$ cat config.mk
export PLATFORM = sky130hd
export DESIGN_NAME = systolic_feeder
export DESIGN_NICKNAME = d
export VERILOG_FILES = /design/src/rtl/systolic_pkg.sv /design/src/rtl/matrix_bank.sv /design/src/rtl/systolic_feeder.sv
export SDC_FILE = /design/constraint.sdc
export NUM_CORES = 1
export LEC_CHECK = 0
export ABC_AREA = 1
export BUFFER_PORTS_ARGS = -buffer_cell sky130_fd_sc_hd__clkbuf_2
export CORE_MARGIN = 2
export CORE_UTILIZATION = 57
export CTS_BUF_LIST = sky130_fd_sc_hd__clkbuf_4 sky130_fd_sc_hd__clkbuf_8
export DETAILED_ROUTE_END_ITERATION = 12
export PLACE_DENSITY = 0.78
export SLEW_MARGIN = 20
export SYNTH_ARGS = -nofsm -noshare
export SYNTH_HDL_FRONTEND = slang
export SYNTH_SLANG_ARGS = --single-unit
$ cat constraint.sdc
create_clock -name clk -period 4.3 [get_ports clk]
set_clock_uncertainty 0.2 [all_clocks]
set_input_delay 0.215 -clock clk [delete_from_list [all_inputs] [get_ports clk]]
set_output_delay 0.215 -clock clk [all_outputs]
set_load 0.02 [all_outputs]
$ cat src/rtl/systolic_pkg.sv
// Shared types and width helpers for the systolic array feeder.
// Holds the issue FSM encoding and the counter-width helper used by the feeder and its banks.
package systolic_pkg;

  typedef enum logic [1:0] {
    IDLE      = 2'd0,
    STREAM    = 2'd1,
    WAIT_DONE = 2'd2
  } feed_state_t;

  localparam int DEFAULT_DATAWIDTH = 16;
  localparam int DEFAULT_N_SIZE    = 3;

  // Width needed to count 0..n-1; never narrower than one bit.
  function automatic int idx_width(input int n);
    return (n < 2) ? 1 : $clog2(n);
  endfunction

endpackage

$ cat src/rtl/matrix_bank.sv
// One N x N operand bank: element-wise write port, combinational read of
// column t of A and row t of B for the array's per-cycle input format.
module matrix_bank
  import systolic_pkg::*;
#(
  parameter int DATAWIDTH = DEFAULT_DATAWIDTH,
  parameter int N_SIZE    = DEFAULT_N_SIZE,
  localparam int IDX_W    = idx_width(N_SIZE)
) (
  input  logic                 clk,
  input  logic                 we,
  input  logic [IDX_W-1:0]     row,
  input  logic [IDX_W-1:0]     col,
  input  logic [DATAWIDTH-1:0] a_din,
  input  logic [DATAWIDTH-1:0] b_din,
  input  logic [IDX_W-1:0]     rd_idx,
  output logic [DATAWIDTH-1:0] a_col [N_SIZE],
  output logic [DATAWIDTH-1:0] b_row [N_SIZE]
);

  logic [DATAWIDTH-1:0] a_mem_q [N_SIZE][N_SIZE];
  logic [DATAWIDTH-1:0] a_mem_d [N_SIZE][N_SIZE];
  logic [DATAWIDTH-1:0] b_mem_q [N_SIZE][N_SIZE];
  logic [DATAWIDTH-1:0] b_mem_d [N_SIZE][N_SIZE];

  always_comb begin
    a_mem_d = a_mem_q;
    b_mem_d = b_mem_q;
    if (we) begin
      a_mem_d[row][col] = a_din;
      b_mem_d[row][col] = b_din;
    end
  end

  // Contents are not reset: a bank is only read after a full reload.
  always_ff @(posedge clk) begin
    a_mem_q <= a_mem_d;
    b_mem_q <= b_mem_d;
  end

  for (genvar gi = 0; gi < N_SIZE; gi++) begin : g_read
    assign a_col[gi] = a_mem_q[gi][rd_idx];
    assign b_row[gi] = b_mem_q[rd_idx][gi];
  end

endmodule

$ cat src/rtl/systolic_feeder.sv
// Ping-pong operand buffer in front of systolic_array: loads A/B element-serially,
// then replays each pair as one gap-free N-cycle burst and waits for the result window.
module systolic_feeder
  import systolic_pkg::*;
#(
  parameter int DATAWIDTH = DEFAULT_DATAWIDTH,
  parameter int N_SIZE    = DEFAULT_N_SIZE
) (
  input  logic                 clk,
  input  logic                 rst_n,
  input  logic                 ld_valid,
  output logic                 ld_ready,
  input  logic [DATAWIDTH-1:0] ld_a_data,
  input  logic [DATAWIDTH-1:0] ld_b_data,
  output logic                 mat_valid,
  output logic [DATAWIDTH-1:0] mat_a_out [N_SIZE],
  output logic [DATAWIDTH-1:0] mat_b_out [N_SIZE],
  input  logic                 arr_valid_out,
  output logic                 busy
);

  localparam int NN    = N_SIZE * N_SIZE;
  localparam int LD_W  = idx_width(NN);
  localparam int IDX_W = idx_width(N_SIZE);
  localparam logic [LD_W-1:0]  LD_LAST  = LD_W'(NN - 1);
  localparam logic [IDX_W-1:0] COL_LAST = IDX_W'(N_SIZE - 1);
  localparam logic [LD_W-1:0]  LD_N     = LD_W'(N_SIZE);

  feed_state_t     state_q, state_d;
  logic [1:0]      full_q, full_d;
  logic            wr_bank_q, wr_bank_d;
  logic            rd_bank_q, rd_bank_d;
  logic [LD_W-1:0] ld_cnt_q, ld_cnt_d;
  logic [IDX_W-1:0] col_q, col_d;
  logic            done_seen_q, done_seen_d;

  logic             ld_fire;
  logic             ld_last;
  logic             stream_end;
  logic [IDX_W-1:0] ld_row;
  logic [IDX_W-1:0] ld_col;
  logic [1:0]       bank_we;
  logic [DATAWIDTH-1:0] bank_a_col [2][N_SIZE];
  logic [DATAWIDTH-1:0] bank_b_row [2][N_SIZE];

  // Load side: row-major beats into the bank selected by wr_bank.
  assign ld_ready = ~full_q[wr_bank_q];
  assign ld_fire  = ld_valid & ld_ready;
  assign ld_last  = ld_fire && (ld_cnt_q == LD_LAST);
  assign ld_row   = IDX_W'(ld_cnt_q / LD_N);
  assign ld_col   = IDX_W'(ld_cnt_q % LD_N);

  always_comb begin
    ld_cnt_d  = ld_cnt_q;
    wr_bank_d = wr_bank_q;
    if (ld_fire) begin
      if (ld_last) begin
        ld_cnt_d  = '0;
        wr_bank_d = ~wr_bank_q;
      end else begin
        ld_cnt_d = ld_cnt_q + 1'b1;
      end
    end
  end

  // Issue FSM: the burst must not stall once started, so t advances unconditionally.
  always_comb begin
    state_d     = state_q;
    col_d       = col_q;
    rd_bank_d   = rd_bank_q;
    done_seen_d = done_seen_q;
    stream_end  = 1'b0;
    case (state_q)
      IDLE: begin
        if (full_q[rd_bank_q]) begin
          state_d = STREAM;
          col_d   = '0;
        end
      end
      STREAM: begin
        col_d = col_q + 1'b1;
        if (col_q == COL_LAST) begin
          stream_end  = 1'b1;
          col_d       = '0;
          rd_bank_d   = ~rd_bank_q;
          state_d     = WAIT_DONE;
          done_seen_d = 1'b0;
        end
      end
      WAIT_DONE: begin
        if (arr_valid_out) begin
          done_seen_d = 1'b1;
        end else if (done_seen_q) begin
          state_d = IDLE;
        end
      end
      default: state_d = IDLE;
    endcase
  end

  // Set and clear can land on the same edge, but always on different banks.
  always_comb begin
    full_d = full_q;
    if (stream_end) full_d[rd_bank_q] = 1'b0;
    if (ld_last)    full_d[wr_bank_q] = 1'b1;
  end

  always_ff @(posedge clk or negedge rst_n) begin
    if (!rst_n) begin
      state_q     <= IDLE;
      full_q      <= '0;
      wr_bank_q   <= 1'b0;
      rd_bank_q   <= 1'b0;
      ld_cnt_q    <= '0;
      col_q       <= '0;
      done_seen_q <= 1'b0;
    end else begin
      state_q     <= state_d;
      full_q      <= full_d;
      wr_bank_q   <= wr_bank_d;
      rd_bank_q   <= rd_bank_d;
      ld_cnt_q    <= ld_cnt_d;
      col_q       <= col_d;
      done_seen_q <= done_seen_d;
    end
  end

  bank_collision_a: assert property (@(posedge clk) disable iff (!rst_n)
    !(ld_last && stream_end && (wr_bank_q == rd_bank_q)));

  for (genvar gi = 0; gi < 2; gi++) begin : g_bank
    assign bank_we[gi] = ld_fire && (wr_bank_q == 1'(gi));
    matrix_bank #(
      .DATAWIDTH (DATAWIDTH),
      .N_SIZE    (N_SIZE)
    ) u_bank (
      .clk    (clk),
      .we     (bank_we[gi]),
      .row    (ld_row),
      .col    (ld_col),
      .a_din  (ld_a_data),
      .b_din  (ld_b_data),
      .rd_idx (col_q),
      .a_col  (bank_a_col[gi]),
      .b_row  (bank_b_row[gi])
    );
  end

  assign mat_valid = (state_q == STREAM);
  assign busy      = (state_q != IDLE);

  for (genvar gi = 0; gi < N_SIZE; gi++) begin : g_out
    assign mat_a_out[gi] = mat_valid ? bank_a_col[rd_bank_q][gi] : '0;
    assign mat_b_out[gi] = mat_valid ? bank_b_row[rd_bank_q][gi] : '0;
  end

endmodule
Word-level counts from Yosys, hierarchy flattened

Index checks and enable logic that the tools add are counted.
Widths: inputs -> output; s select.

Bits in registers: 589
Input port bits: 36
Output and inout port bits: 99
Logic and storage cells: 161

Add/sub/neg operators: 2
Div/mod/pow operators: 2
$lt $le $gt $ge: 10
Equality and inequality tests: 9
Muxes and demuxes: 68
Bitwise logic cells: 11
Reductions and logical operators: 16

Operators by type and width:

| kind                | number |
|---|---|
| $bwmux 144          | 4 |
| $mux 48             | 11 |
| $mux 16             | 19 |
| $bmux 16 s2         | 6 |
| $bmux 48 s2         | 2 |
| $demux 48 s2        | 1 |
| $demux 16 s2        | 1 |
| $mux 2              | 8 |
| $mux 1              | 10 |
| $ge 3x3->1 const B  | 3 |
| $not 2->3           | 3 |
| $ne 2x2->1 const B  | 4 |
| $logic_and 1x1->1   | 7 |
| $lt 3x1->1 const B  | 2 |
| $pmux 2 s3          | 1 |
| $reduce_and 2->1    | 3 |
| $reduce_bool 2->1   | 3 |
| $add 4x1->4 const B | 1 |
| $div 4x2->4 const B | 1 |
| $eq 2x2->1 const B  | 2 |
| $eq 4x4->1 const B  | 1 |
| $lt 1x2->1 const B  | 2 |
| $mod 4x2->4 const B | 1 |
| $mux 4              | 1 |
| 17 further kinds    | 21 |

Logic depth before layout (Yosys ltp)

Word-level depth: 9
Gate-level depth with buffers: 16
Depth with buffers taken out: 16

Cells and area by module

Synthesis repeated with hierarchy kept, for this count alone.

Cells, all modules: 2466
Area total of the unflattened synthesis: 25481.9 um2

By module, submodules not included:

| module          | times used | cells each | area each (um2) | seq. area each (um2) |
|---|---|---|---|---|
| matrix_bank     | 2          | 1022       | 11651.2         | 8648.3 |
| systolic_feeder | 1          | 422        | 2179.6          | 325.3 |

Worst setup path before layout

No wires, ideal clock.

Path type: reg2reg
Start: register, netlist name ld_cnt_q[3]
End: register g_bank[0].u_bank.a_mem_q[0] (netlist name), enable pin
Setup time: 0.421 ns
Arrival: 3.382 ns
Data required time: 3.679 ns
Path slack: 0.297 ns
Cell stages (with the launch flop): 16
Cell sequence: dfrtp_1 -> inv_2 -> nand2_1 -> inv_1 -> ha_1 -> inv_1 -> ha_1 -> nand2_4 -> nand2_1 -> nand2_1 -> ha_1 -> inv_1 -> nand4_1 -> nand2_4 -> nand3_2 -> nor2_1

RTL lines:

| item                   | RTL line          | source |
|---|---|---|
| end signal: assignment | matrix_bank.sv:37 | `a_mem_q <= a_mem_d;` |
| end: declaration       | matrix_bank.sv:21 | `logic [DATAWIDTH-1:0] a_mem_q [N_SIZE][N_SIZE];` |

==> out/summary.txt <==
top-area cell type share of the netlist area - 74.50%
Die Ht - 205.8 um
CTS buffer count - 87
WS Path Type - flip-flop to output pin
number of synthesis warnings - 0
post-CTS sizing - 0
antenna cells - 0
vias in the first global route - 14870
CTS clk-pin slew, worst paths - 0.06 ns
antenna viol nets, final - 0
WL final - 56590 um
WP data arrival - 3.56 ns
P_int - 11020 uW
post-synth net total - 1738
via count - 15040
register area - 17630 um2
CTS tree - yes
Worst Path Buf+Inv - 3
Fin. Hold Viols - 0
Seq/Total Area, Yosys - 75.90%
cell family with most CP delay - buffers and inverters
post-CTS setup buffer count - 0
main area contributors after synthesis - edfxtp_1 74%, nand2_1 6.6%, a211oi_1 6.2%
Skew-Pair Late Insertion Delay - 0.65 ns
hold_ws - 0.1494 ns
clock power share - 23.3%
fin nets - 1923
drt first-iter violations - 1688
slowest CP cell - dfrtp_4
Hold Crit Depth - 4
I/O pin count - 135
Avg WL per Cell - 22.93 um
Critical Path Fanout Max - 94
hold endpoint - done_seen_q
Syn Area/Cell - 13.69 um2
Pwr Density - 690.5 nW/um2
share of layout cells above drive strength 1 - 18.43%
die area - 42360 um2
worst reg2reg path depth - 16
initial antenna violation count - 3
cell taking the most area after synthesis - edfxtp_1
worst-path cell chain - inv_6, buf_4, nand2_1, a21oi_1, a211oi_1, nor3_1, clkbuf_2
switching power total - 7379 uW
IO Port Bufs - 134
area of the multi-input gates - 5122 um2
DP HPWL - 32250 um
via-per-instance ratio - 6.092
H-tree Lvls - 3
Pleak - 0.008967 uW
clock buffer depth - 3
Rel. slew slack - 39.92%
R2R Path Start - ld_cnt_q[3]
post-synth cell types - 27
worst-margin pin slew - 0.9012 ns
endpoint of the worst register-to-register path - g_bank[1].u_bank.a_mem_q[54]
Core Footprint - 40010 um2
run status - finished clean
root buffer cell - clkbuf_8
final core utilization - 66.60%
fin crit period - 3.973 ns
max-cap violation count - 0
crit path capture type - output pin
GRT Total Usage - 27.20%
DRC - 0
Initial Utilization - 58.03%
cell count after synthesis - 1696
combinational power share - 37.7%
first-pass GRT wire length - 85660 um
RSZ-0062 raised after global routing - no
hold_sp - arr_valid_out
Setup-failing EPs final - 0
Max Freq - 0.2517 GHz
Largest stage delay, worst path - 0.75 ns
Die W - 205.8 um
Seq pwr share - 39.0%
GPL Wtd Cong - 0.8494
Worst Path Required - 3.88 ns
r2r setup slk - 0.64 ns
FP Rows - 73
switching part of the total - 40.11%
largest net degree at the start of global routing - 97
final worst-path cycle share - 92.40%
worst hold path type - primary input to flip-flop
Filler cells - 2670
setup_tns - 0 ns
FF+latch count, synth - 589
Synth-to-Final Area Change - 14.76%
total grt overflow - 0
maximum vdd drop - 0.5106 mV
startpoint types - flip-flop
max-slew violations - 0
Mapped Area - 23220 um2
clk sinks - 589
Initial DRT Pass Iterations - 6
[tightest hold or removal path, delay by kind of cell]
| kind | cells | cell delay (ns) |
|---|---|---|
| buf+inv | 2 | 0.64 |
| compound gates | 1 | 0.06 |
| simple gates | 1 | 0.05 |
[routing by layer]
metal  vias to the layer above  share of wire [%]  track usage [%]  routed length (um)
li1                       6725                  -                -                   -
met1                      7350                 40            39.39               22870
met2                       866                 47            41.63               26420
met3                        91                 11            6.003                6081
met4                         4                2.1            8.673                1202
met5                         -              0.041                0                  23
[power groups by stage]
| stage | clock network, uW | logic (uW) | registers [uW] |
|---|---|---|---|
| finish | 4290 | 6940 | 7170 |
| floorplan | 0 | 4670 | 7050 |
| CTS | 4320 | 6900 | 7160 |
| global route | 4560 | 7470 | 7210 |
| detailed placement | 0 | 6850 | 7280 |
| global placement | 0 | 6700 | 7260 |
[worst max-delay path by stage]
stage / start / end / slack (ns) / cells after the start
CTS: col_q[0] / mat_b_out[38] / 0.33 / 7
floorplan: ld_cnt_q[3] / g_bank[0].u_bank.a_mem_q[0] / 0.30 / 15
global placement: ld_cnt_q[3] / g_bank[1].u_bank.a_mem_q[58] / 0.85 / 16
finish: col_q[0] / mat_b_out[38] / 0.33 / 7
detailed placement: ld_cnt_q[3] / g_bank[1].u_bank.a_mem_q[57] / 0.69 / 16
global route: col_q[0] / mat_b_out[38] / 0.10 / 7
[state kept, by name (all words and copies together), names as in the netlist]
signal                 cells
g_bank.u_bank.a_mem_q    288
g_bank.u_bank.b_mem_q    288
ld_cnt_q                   4
col_q                      2
full_q                     2
state_q                    2
done_seen_q                1
rd_bank_q                  1
wr_bank_q                  1
[per-stage QoR]
stage / setup WS, ns / area (um2) / total power (uW) / instances
2_1_floorplan: 0.2974 / 23220 / 11720 / 1696
3_3_place_gp: 0.8460 / 24640 / 13950 / 2281
3_5_place_dp: 0.6898 / 24640 / 14120 / 2281
4_1_cts: 0.3338 / 26640 / 18380 / 2468
5_1_grt: 0.1018 / 26640 / 19240 / 2468
6_report: 0.3269 / 26640 / 18400 / 2468
[logic make-up after synthesis]
| kind of cell | Yosys count | share of synthesized area, % |
|---|---|---|
| xor+xnor | 2 | 0.07546 |
| simple gates | 559 | 10.24 |
| flops | 589 | 75.90 |
| fa+ha+maj | 6 | 0.3233 |
| buf+inv | 138 | 2.641 |
| compound gates | 402 | 10.82 |
[Yosys cell counts]
master     number
a211oi_1      192
a21oi_1       194
a21oi_2         1
a21oi_4         1
buf_1           6
buf_2          70
buf_4           2
clkbuf_1       38
dfrtp_1        13
edfxtp_1      576
ha_1            6
inv_1          12
inv_2          10
nand2_1       411
nand2_4         4
nand3_1         9
nand3_2         9
nand3_4         3
nand4_1         2
nand4_2         1
nor2_1         21
nor2_2          3
nor3_1         96
o2111ai_1       1
o21ai_0        10
o21ai_1         3
xor2_1          2
[cell usage in the layout, fill, tap and decap left out, types with 22 or more instances in the layout]
| cell type | synthesis | routed |
|---|---|---|
| a21oi_1 | 194 | 194 |
| clkbuf_8 | 0 | 91 |
| clkinv_1 | 0 | 22 |
| dlygate4sd3_1 | 0 | 36 |
| nand2_1 | 411 | 411 |
| clkbuf_2 | 0 | 134 |
| a211oi_1 | 192 | 192 |
| buf_4 | 2 | 30 |
| edfxtp_1 | 576 | 576 |
| nor3_1 | 96 | 96 |
[area by class of cell]
type | instances | share of cell area (%)
inverters | 22 | 0.3475
multi-input cells | 969 | 19.23
clock buffers | 112 | 5.292
flip-flops and latches | 589 | 66.18
repair buffers | 212 | 5.616
clock inverters | 39 | 0.8734
well taps | 525 | 2.465
[what timing repair did]
action	CTS	global route
hold endpoints to repair	598	0
setup endpoints to repair	0	0
hold buffers	36	0
Power figures use the tool's default switching activity.
